<file path="src/rtl/frame_bit_serializer.sv">
// Byte-to-bit frame serializer: preamble, FRAME_BYTES payload bytes, then CRC-8 when the
// CRC_EN macro is defined. Bits leave MSB first, one per consumer acknowledge.
module frame_bit_serializer #(
    parameter int unsigned FRAME_BYTES = 16,
    parameter int unsigned PRE_LEN     = 16,
    parameter logic [31:0] PREAMBLE    = 32'h0000F0A5
) (
    input  logic       i_clk,
    input  logic       i_reset,
    input  logic [7:0] i_byte,
    input  logic       i_byte_valid,
    output logic       o_byte_ready,
    input  logic       i_start,
    output logic       o_data,
    output logic       o_valid,
    input  logic       i_ready,
    output logic       o_busy,
    output logic       o_underrun
);
    localparam int unsigned PRE_W  = (PRE_LEN > 1) ? $clog2(PRE_LEN) : 1;
    localparam int unsigned BYTE_W = (FRAME_BYTES > 1) ? $clog2(FRAME_BYTES) : 1;
    localparam int unsigned BIT_W  = 3;

`ifdef CRC_EN
    localparam logic [7:0] CRC_POLY = 8'h07;
    typedef enum logic [1:0] {S_IDLE = 2'd0, S_PRE = 2'd1, S_PAY = 2'd2, S_CRC = 2'd3} state_e;
    logic [7:0] crc_q, crc_d;
`else
    typedef enum logic [1:0] {S_IDLE = 2'd0, S_PRE = 2'd1, S_PAY = 2'd2} state_e;
`endif

    state_e              state_q, state_d;
    logic [7:0]          hr_q, hr_d, sr_q, sr_d;
    logic                hr_full_q, hr_full_d, sr_full_q, sr_full_d;
    logic [PRE_W-1:0]    pre_cnt_q, pre_cnt_d;
    logic [BYTE_W-1:0]   byte_cnt_q, byte_cnt_d;
    logic [BIT_W-1:0]    bit_cnt_q, bit_cnt_d;
    logic                ready_q, ready_d, data_q, data_d, valid_q, valid_d;
    logic                busy_q, busy_d, underrun_q, underrun_d;
    logic [4:0]          pre_idx;

    logic ack, accept, last_pre, last_bit, last_byte, pay_ack, byte_done, frame_end;
    logic sr_want, hr_to_sr;

    assign ack       = i_ready && valid_q;
    assign accept    = i_byte_valid && ready_q;
    assign last_pre  = (pre_cnt_q == PRE_W'(PRE_LEN - 1));
    assign last_bit  = (bit_cnt_q == BIT_W'(7));
    assign last_byte = (byte_cnt_q == BYTE_W'(FRAME_BYTES - 1));
    assign pay_ack   = (state_q == S_PAY) && ack;
    assign byte_done = pay_ack && last_bit;
    assign frame_end = byte_done && last_byte;
    // SR pulls a byte while the frame still needs payload; never past the frame's last byte
    assign sr_want   = ((state_q == S_PRE) || (state_q == S_PAY)) &&
                       (!sr_full_q || (byte_done && !last_byte));
    assign hr_to_sr  = sr_want && hr_full_q;

    always_ff @(posedge i_clk or posedge i_reset) begin
        if (i_reset) state_q <= S_IDLE;
        else         state_q <= state_d;
    end

    always_comb begin
        state_d = state_q;
        case (state_q)
            S_IDLE: if (i_start && hr_full_q) state_d = S_PRE;
            S_PRE:  if (ack && last_pre)      state_d = S_PAY;
`ifdef CRC_EN
            S_PAY:  if (frame_end)            state_d = S_CRC;
            S_CRC:  if (ack && last_bit)      state_d = S_IDLE;
`else
            S_PAY:  if (frame_end)            state_d = S_IDLE;
`endif
            default:                          state_d = S_IDLE;
        endcase
    end

    // Datapath next values; registered outputs are derived from the next state
    always_comb begin
        hr_d       = accept ? i_byte : hr_q;
        hr_full_d  = accept || (hr_full_q && !hr_to_sr);
        sr_d       = sr_q;
        sr_full_d  = sr_full_q;
        pre_cnt_d  = pre_cnt_q;
        byte_cnt_d = byte_cnt_q;
        bit_cnt_d  = bit_cnt_q;

        if (hr_to_sr) begin
            sr_d      = hr_q;
            sr_full_d = 1'b1;
        end else if (byte_done) begin
            sr_full_d = 1'b0;
        end else if (pay_ack) begin
            sr_d = {sr_q[6:0], 1'b0};
        end

        if ((state_q == S_PRE) && ack) pre_cnt_d = last_pre ? '0 : pre_cnt_q + PRE_W'(1);
        if (ack && (state_q != S_PRE)) bit_cnt_d = bit_cnt_q + BIT_W'(1);
        if (byte_done) byte_cnt_d = last_byte ? '0 : byte_cnt_q + BYTE_W'(1);

`ifdef CRC_EN
        crc_d = crc_q;
        if ((state_q == S_IDLE) && (state_d == S_PRE)) crc_d = 8'h00;
        else if (pay_ack) crc_d = {crc_q[6:0], 1'b0} ^ ((crc_q[7] ^ data_q) ? CRC_POLY : 8'h00);
        else if ((state_q == S_CRC) && ack) crc_d = {crc_q[6:0], 1'b0};
`endif

        pre_idx = 5'(PRE_LEN - 1) - 5'(pre_cnt_d);
        case (state_d)
            S_PRE:   data_d = PREAMBLE[pre_idx];
            S_PAY:   data_d = sr_full_d && sr_d[7];
`ifdef CRC_EN
            S_CRC:   data_d = crc_d[7];
`endif
            default: data_d = 1'b0;
        endcase

        valid_d    = (state_d != S_IDLE) && !((state_d == S_PAY) && !sr_full_d);
        busy_d     = (state_d != S_IDLE);
        ready_d    = !hr_full_d;
        underrun_d = byte_done && !last_byte && !hr_full_q;
    end

    always_ff @(posedge i_clk or posedge i_reset) begin
        if (i_reset) begin
            hr_q       <= '0;
            hr_full_q  <= 1'b0;
            sr_q       <= '0;
            sr_full_q  <= 1'b0;
            pre_cnt_q  <= '0;
            byte_cnt_q <= '0;
            bit_cnt_q  <= '0;
            ready_q    <= 1'b0;
            data_q     <= 1'b0;
            valid_q    <= 1'b0;
            busy_q     <= 1'b0;
            underrun_q <= 1'b0;
`ifdef CRC_EN
            crc_q      <= 8'h00;
`endif
        end else begin
            hr_q       <= hr_d;
            hr_full_q  <= hr_full_d;
            sr_q       <= sr_d;
            sr_full_q  <= sr_full_d;
            pre_cnt_q  <= pre_cnt_d;
            byte_cnt_q <= byte_cnt_d;
            bit_cnt_q  <= bit_cnt_d;
            ready_q    <= ready_d;
            data_q     <= data_d;
            valid_q    <= valid_d;
            busy_q     <= busy_d;
            underrun_q <= underrun_d;
`ifdef CRC_EN
            crc_q      <= crc_d;
`endif
        end
    end

    assign o_byte_ready = ready_q;
    assign o_data       = data_q;
    assign o_valid      = valid_q;
    assign o_busy       = busy_q;
    assign o_underrun   = underrun_q;
endmodule
</file>
<file path="config.mk">
export PLATFORM = sky130hd
export DESIGN_NAME = frame_bit_serializer
export DESIGN_NICKNAME = d
export VERILOG_FILES = /design/src/rtl/frame_bit_serializer.sv
export SDC_FILE = /design/constraint.sdc
export NUM_CORES = 1
export LEC_CHECK = 0
export ABC_CLOCK_PERIOD_IN_PS = 5600
export CAP_MARGIN = 40
export CORE_UTILIZATION = 60
export DETAILED_ROUTE_END_ITERATION = 7
export PLACE_DENSITY = 0.93
export SLEW_MARGIN = 20
export SYNTH_ARGS = -nofsm -noshare
export SYNTH_HDL_FRONTEND = slang
export SYNTH_SLANG_ARGS = --single-unit
</file>
<file path="constraint.sdc">
create_clock -name i_clk -period 5.6 [get_ports i_clk]
set_input_delay 0.56 -clock i_clk [delete_from_list [all_inputs] [get_ports i_clk]]
set_output_delay 0.56 -clock i_clk [all_outputs]
set_load 0.01 [all_outputs]
</file>
==> tab_implementation.tex <==
\begin{tabular}{lr}
\hline
Metric & Value \\
\hline
\multicolumn{2}{l}{\textbf{STA}} \\
\quad Final hold violation count & 0 \\
\quad Slew at the pin closest to its max-slew limit & 447 ps \\
\quad Max Clk Rate & 0.430 GHz \\
\quad Final max-slew violation count & 0 \\
\quad Remaining max-slew budget at the tightest pin & 0.700 \\
\quad Clock Skew & 11.1 ps \\
\quad Final Setup Violations & 0 \\
\quad Crit path setup slack, layout & 3270 ps \\
\quad Final setup TNS & 0 ps \\
\quad Setup repair after global routing missed its margin & false \\
\quad Period Utilization, post-route & 0.416 \\
\quad Final min period & 2330 ps \\
\multicolumn{2}{l}{\textbf{Global route}} \\
\quad Aggregate global routing overflow & 0 \\
\quad Antenna violations before repair & 0 \\
\quad Vias in the first global route & 1219 \\
\quad Global-route usage over all layers & 0.217 \\
\quad Global-route wire length before repair & 5250 um \\
\quad Pin count of the biggest net entering global routing & 37 \\
\multicolumn{2}{l}{\textbf{Drt}} \\
\quad Wire per inst & 14.8 um \\
\quad DRT met1 WL & 1280 um \\
\quad Vias after detailed routing & 1217 \\
\quad Met2 WL post-DR & 1580 um \\
\quad Final wirelength & 3030 um \\
\quad Post-DR vias/cell & 5.94 \\
\quad WL met3 & 137 um \\
\quad Antenna Nets Post-Route & 0 \\
\quad Uppermost routed layer & met4 \\
\quad Final routed DRC violation total & 6 \\
\quad Pre-Repair DR Iteration Count & 6 \\
\quad DR iter-0 viols & 87 \\
\multicolumn{2}{l}{\textbf{Yosys}} \\
\quad Number of distinct library cells after synthesis & 35 \\
\quad Post-synthesis share of cell area spent on xor and xnor gates & 0.0144 \\
\quad Simple-gate share of the synthesized area & 0.108 \\
\quad Post-synth top flop & sky130\_fd\_sc\_hd\_\_dfrtp\_1 \\
\quad Largest family of logic cells by synthesized area & multiplexers \\
\quad Number of flip-flops and latches in the synthesized netlist & 36 \\
\quad Number of enable flip-flop cells after synthesis & 0 \\
\quad Proportion of synthesized chip area in sequential cells & 0.495 \\
\quad Adder-cell share of the synthesized area & 0.0757 \\
\quad Main area contributors after synthesis & sky130\_fd\_sc\_hd\_\_dfrtp\_1, sky130\_fd\_sc\_hd\_\_mux2\_2, sky130\_fd\_sc\_hd\_\_ha\_1, sky130\_fd\_sc\_hd\_\_mux2\_4, sky130\_fd\_sc\_hd\_\_nand2\_1 \\
\quad Async set-or-reset flop fraction in the synthesized netlist & 1.00 \\
\quad Yosys Warn Count & 0 \\
\quad Multiplexer share of the synthesized area & 0.188 \\
\quad Post-Syn Area & 0.00182 mm\^{}2 \\
\quad Cell type contributing the most total cell area after synthesis & sky130\_fd\_sc\_hd\_\_dfrtp\_1 \\
\quad Area fraction of the dominant cell type after synthesis & 0.495 \\
\quad Syn\_area\_per\_cell & 11.9 um\^{}2 \\
\quad Compound-gate portion of the synthesized area & 0.0887 \\
\quad Number of nets in the synthesized netlist & 177 \\
\quad Gate count after technology mapping & 153 \\
\multicolumn{2}{l}{\textbf{Finish}} \\
\quad Post-layout utilization of the core & 0.743 \\
\quad Finished Cell Area & 0.00208 mm\^{}2 \\
\quad Fraction of final layout cells with drive strength greater than 1 & 0.201 \\
\quad Post-Layout Cell Count & 205 \\
\quad P\&R area growth vs syn & 14.6\% \\
\quad Final-stage net count & 197 \\
\quad Antenna diode instance count & 0 \\
\multicolumn{2}{l}{\textbf{Power}} \\
\quad Leakage power of the design & 0.971 nW \\
\quad P per Cell Area & 453 mW/mm\^{}2 \\
\quad IR Drop Worst-Case VDD & 0.275 mV \\
\multicolumn{2}{l}{\textbf{Floorplanning}} \\
\quad Width of the chip & 57.1 um \\
\quad Die Height & 57.1 um \\
\quad Initial standard-cell utilization of the core & 0.649 \\
\quad Core region area & 0.00281 mm\^{}2 \\
\quad Count of boundary I/O pins & 18 \\
\quad Floorplan die area & 0.00326 mm\^{}2 \\
\quad Cell Rows & 19 \\
\multicolumn{2}{l}{\textbf{Clocking}} \\
\quad Setup fix buffers added after clock tree synthesis & 0 \\
\quad Sink count of the clock tree & 36 \\
\quad Clk buf depth & 2 \\
\quad Number of buffers inserted for hold repair after clock tree synthesis & 0 \\
\quad Num CTS Buffers & 5 \\
\quad Clock tree from TritonCTS & built \\
\quad Clock transition at the registers of the reported paths & 110 ps \\
\quad Clk Tree Root Cell & sky130\_fd\_sc\_hd\_\_clkbuf\_4 \\
\quad Clock network latency to the later pin of the worst-skew pair & 330 ps \\
\quad Cts repair resizes & 0 \\
\quad H-Tree Level Count & 2 \\
\multicolumn{2}{l}{\textbf{Setup path}} \\
\quad Arrival @ worst endpoint & 2580 ps \\
\quad Worst Path Required & 5850 ps \\
\quad Critical path type & reg2reg \\
\quad Largest fanout of any net on the critical path & 9 \\
\quad CP endpoint kind & register \\
\quad Startpoint type of the worst setup path & register \\
\multicolumn{2}{l}{\textbf{Placed design}} \\
\quad Placement-stage cell area & 0.00201 mm\^{}2 \\
\quad Number of placed instances with taps included & 197 \\
\quad Count of buffers from port buffering & 17 \\
\quad Routability congestion estimate from global placement & 0.868 \\
\quad Placed wire-length estimate & 2310 um \\
\quad Setup Slack @ Placement & 2950 ps \\
\multicolumn{2}{l}{\textbf{Job}} \\
\quad Max-cap violations & 0 \\
\multicolumn{2}{l}{\textbf{Outcome}} \\
\quad Outcome & finished with violations \\
\quad Violated checks & DRC \\
\multicolumn{2}{l}{\textbf{Hold path}} \\
\quad Path type of the worst min-delay path & reg2reg \\
\hline
\end{tabular}
==> power breakdown <==
| part | total, W | internal [W] | switching, W |
|---|---|---|---|
| Sequential | 0.000441 | 0.000363 | 0.0000784 |
| Combinational | 0.000331 | 0.000192 | 0.000139 |
| Clock | 0.000173 | 0.0000936 | 0.0000798 |
==> final timing paths <==
check,from,end,slack [ps],cells after the start
max in group asynchronous,i_reset,hr_q[3]$_DFFE_PP0P_,4670,3
hold / removal,bit_cnt_q[0]$_DFFE_PP0P_,bit_cnt_q[0]$_DFFE_PP0P_,480,1
hold reg to reg,bit_cnt_q[0]$_DFFE_PP0P_,bit_cnt_q[0]$_DFFE_PP0P_,480,1
min in group asynchronous,i_reset,pre_cnt_q[0]$_DFF_PP0_,620,3
setup reg to reg,state_q[1]$_DFF_PP0_,o_data$_DFF_PP0_,3270,8
setup / recovery,state_q[1]$_DFF_PP0_,o_data$_DFF_PP0_,3270,8
==> cell usage in the layout, fill, tap and decap left out, types with 3 or more instances in the layout <==
| cell type | n |
|---|---|
| sky130_fd_sc_hd__o21ai_0 | 8 |
| sky130_fd_sc_hd__nor2_1 | 3 |
| sky130_fd_sc_hd__mux2_2 | 18 |
| sky130_fd_sc_hd__dfrtp_1 | 36 |
| sky130_fd_sc_hd__nand2_1 | 20 |
| sky130_fd_sc_hd__mux2_4 | 6 |
| sky130_fd_sc_hd__nand4_1 | 4 |
| sky130_fd_sc_hd__clkdlybuf4s50_1 | 17 |
| sky130_fd_sc_hd__a21oi_1 | 4 |
| sky130_fd_sc_hd__ha_1 | 11 |
| sky130_fd_sc_hd__clkbuf_4 | 5 |
| sky130_fd_sc_hd__mux2i_1 | 5 |
| sky130_fd_sc_hd__nand3_1 | 3 |
| sky130_fd_sc_hd__inv_1 | 6 |
==> flip-flops by register name, indices dropped and copies added, names as in the netlist <==
register,count
o_data,1
byte_cnt_q,4
o_valid,1
o_byte_ready,1
state_q,2
hr_full_q,1
pre_cnt_q,4
bit_cnt_q,3
o_underrun,1
hr_q,8
o_busy,1
sr_full_q,1
sr_q,8
==> per-layer routing <==
| layer | vias to the layer above | track usage |
|---|---|---|
| met3 | 4 | 0.0680 |
| met4 | 0 | 0.0836 |
| met2 | 35 | 0.370 |
| met1 | 596 | 0.258 |
| li1 | 582 | - |
| met5 | - | 0 |
==> synthesized netlist by cell type, drive strengths merged, types with 2 or more instances <==
cell type	number
o21ai	8
clkbuf	3
mux2i	5
buf	2
ha	11
dfrtp	36
a21boi	2
mux2	24
nand4	4
nand3	4
nand2	20
xnor2	2
a21oi	4
a211oi	2
and3	2
nor2	3
inv	7
==> stage by stage <==
stage / hold WS (ps) / total power, W
floorplan: 448 / 0.000679
global placement: 462 / 0.000744
detailed placement: 467 / 0.000779
CTS: 485 / 0.000953
global route: 519 / 0.00101
finish: 479 / 0.000945
==> worst max-delay path, stage by stage (launching register included) <==
cell and delay, ps:
sky130_fd_sc_hd__dfrtp_1 440, sky130_fd_sc_hd__inv_1 110, sky130_fd_sc_hd__ha_1 250, sky130_fd_sc_hd__and3_1 380
sky130_fd_sc_hd__a41oi_1 170, sky130_fd_sc_hd__a211o_1 340, sky130_fd_sc_hd__ha_1 310, sky130_fd_sc_hd__nand2_1 60
sky130_fd_sc_hd__o22ai_1 180
==> cell families after synthesis <==
| kind of cell | count (synthesis) |
|---|---|
| AOI/OAI and AO/OA | 24 |
| xor gates and xnor gates | 3 |
| adders and majority gates | 11 |
| buffers and inverters | 12 |
| DFF | 36 |
| muxes | 29 |
| and+or+nand+nor | 38 |
==> layout make-up <==
| class | instances | area [um^2] |
|---|---|---|
| Tap cell | 31 | 38.8 |
| Multi-Input combinational cell | 105 | 865 |
| Clock inverter | 2 | 35.0 |
| Fill cell | 189 | 721 |
| Sequential cell | 36 | 901 |
| Clock buffer | 6 | 41.3 |
| Inverter | 7 | 26.3 |
| Timing Repair Buffer | 18 | 178 |
(Power assumes the default switching activity.)
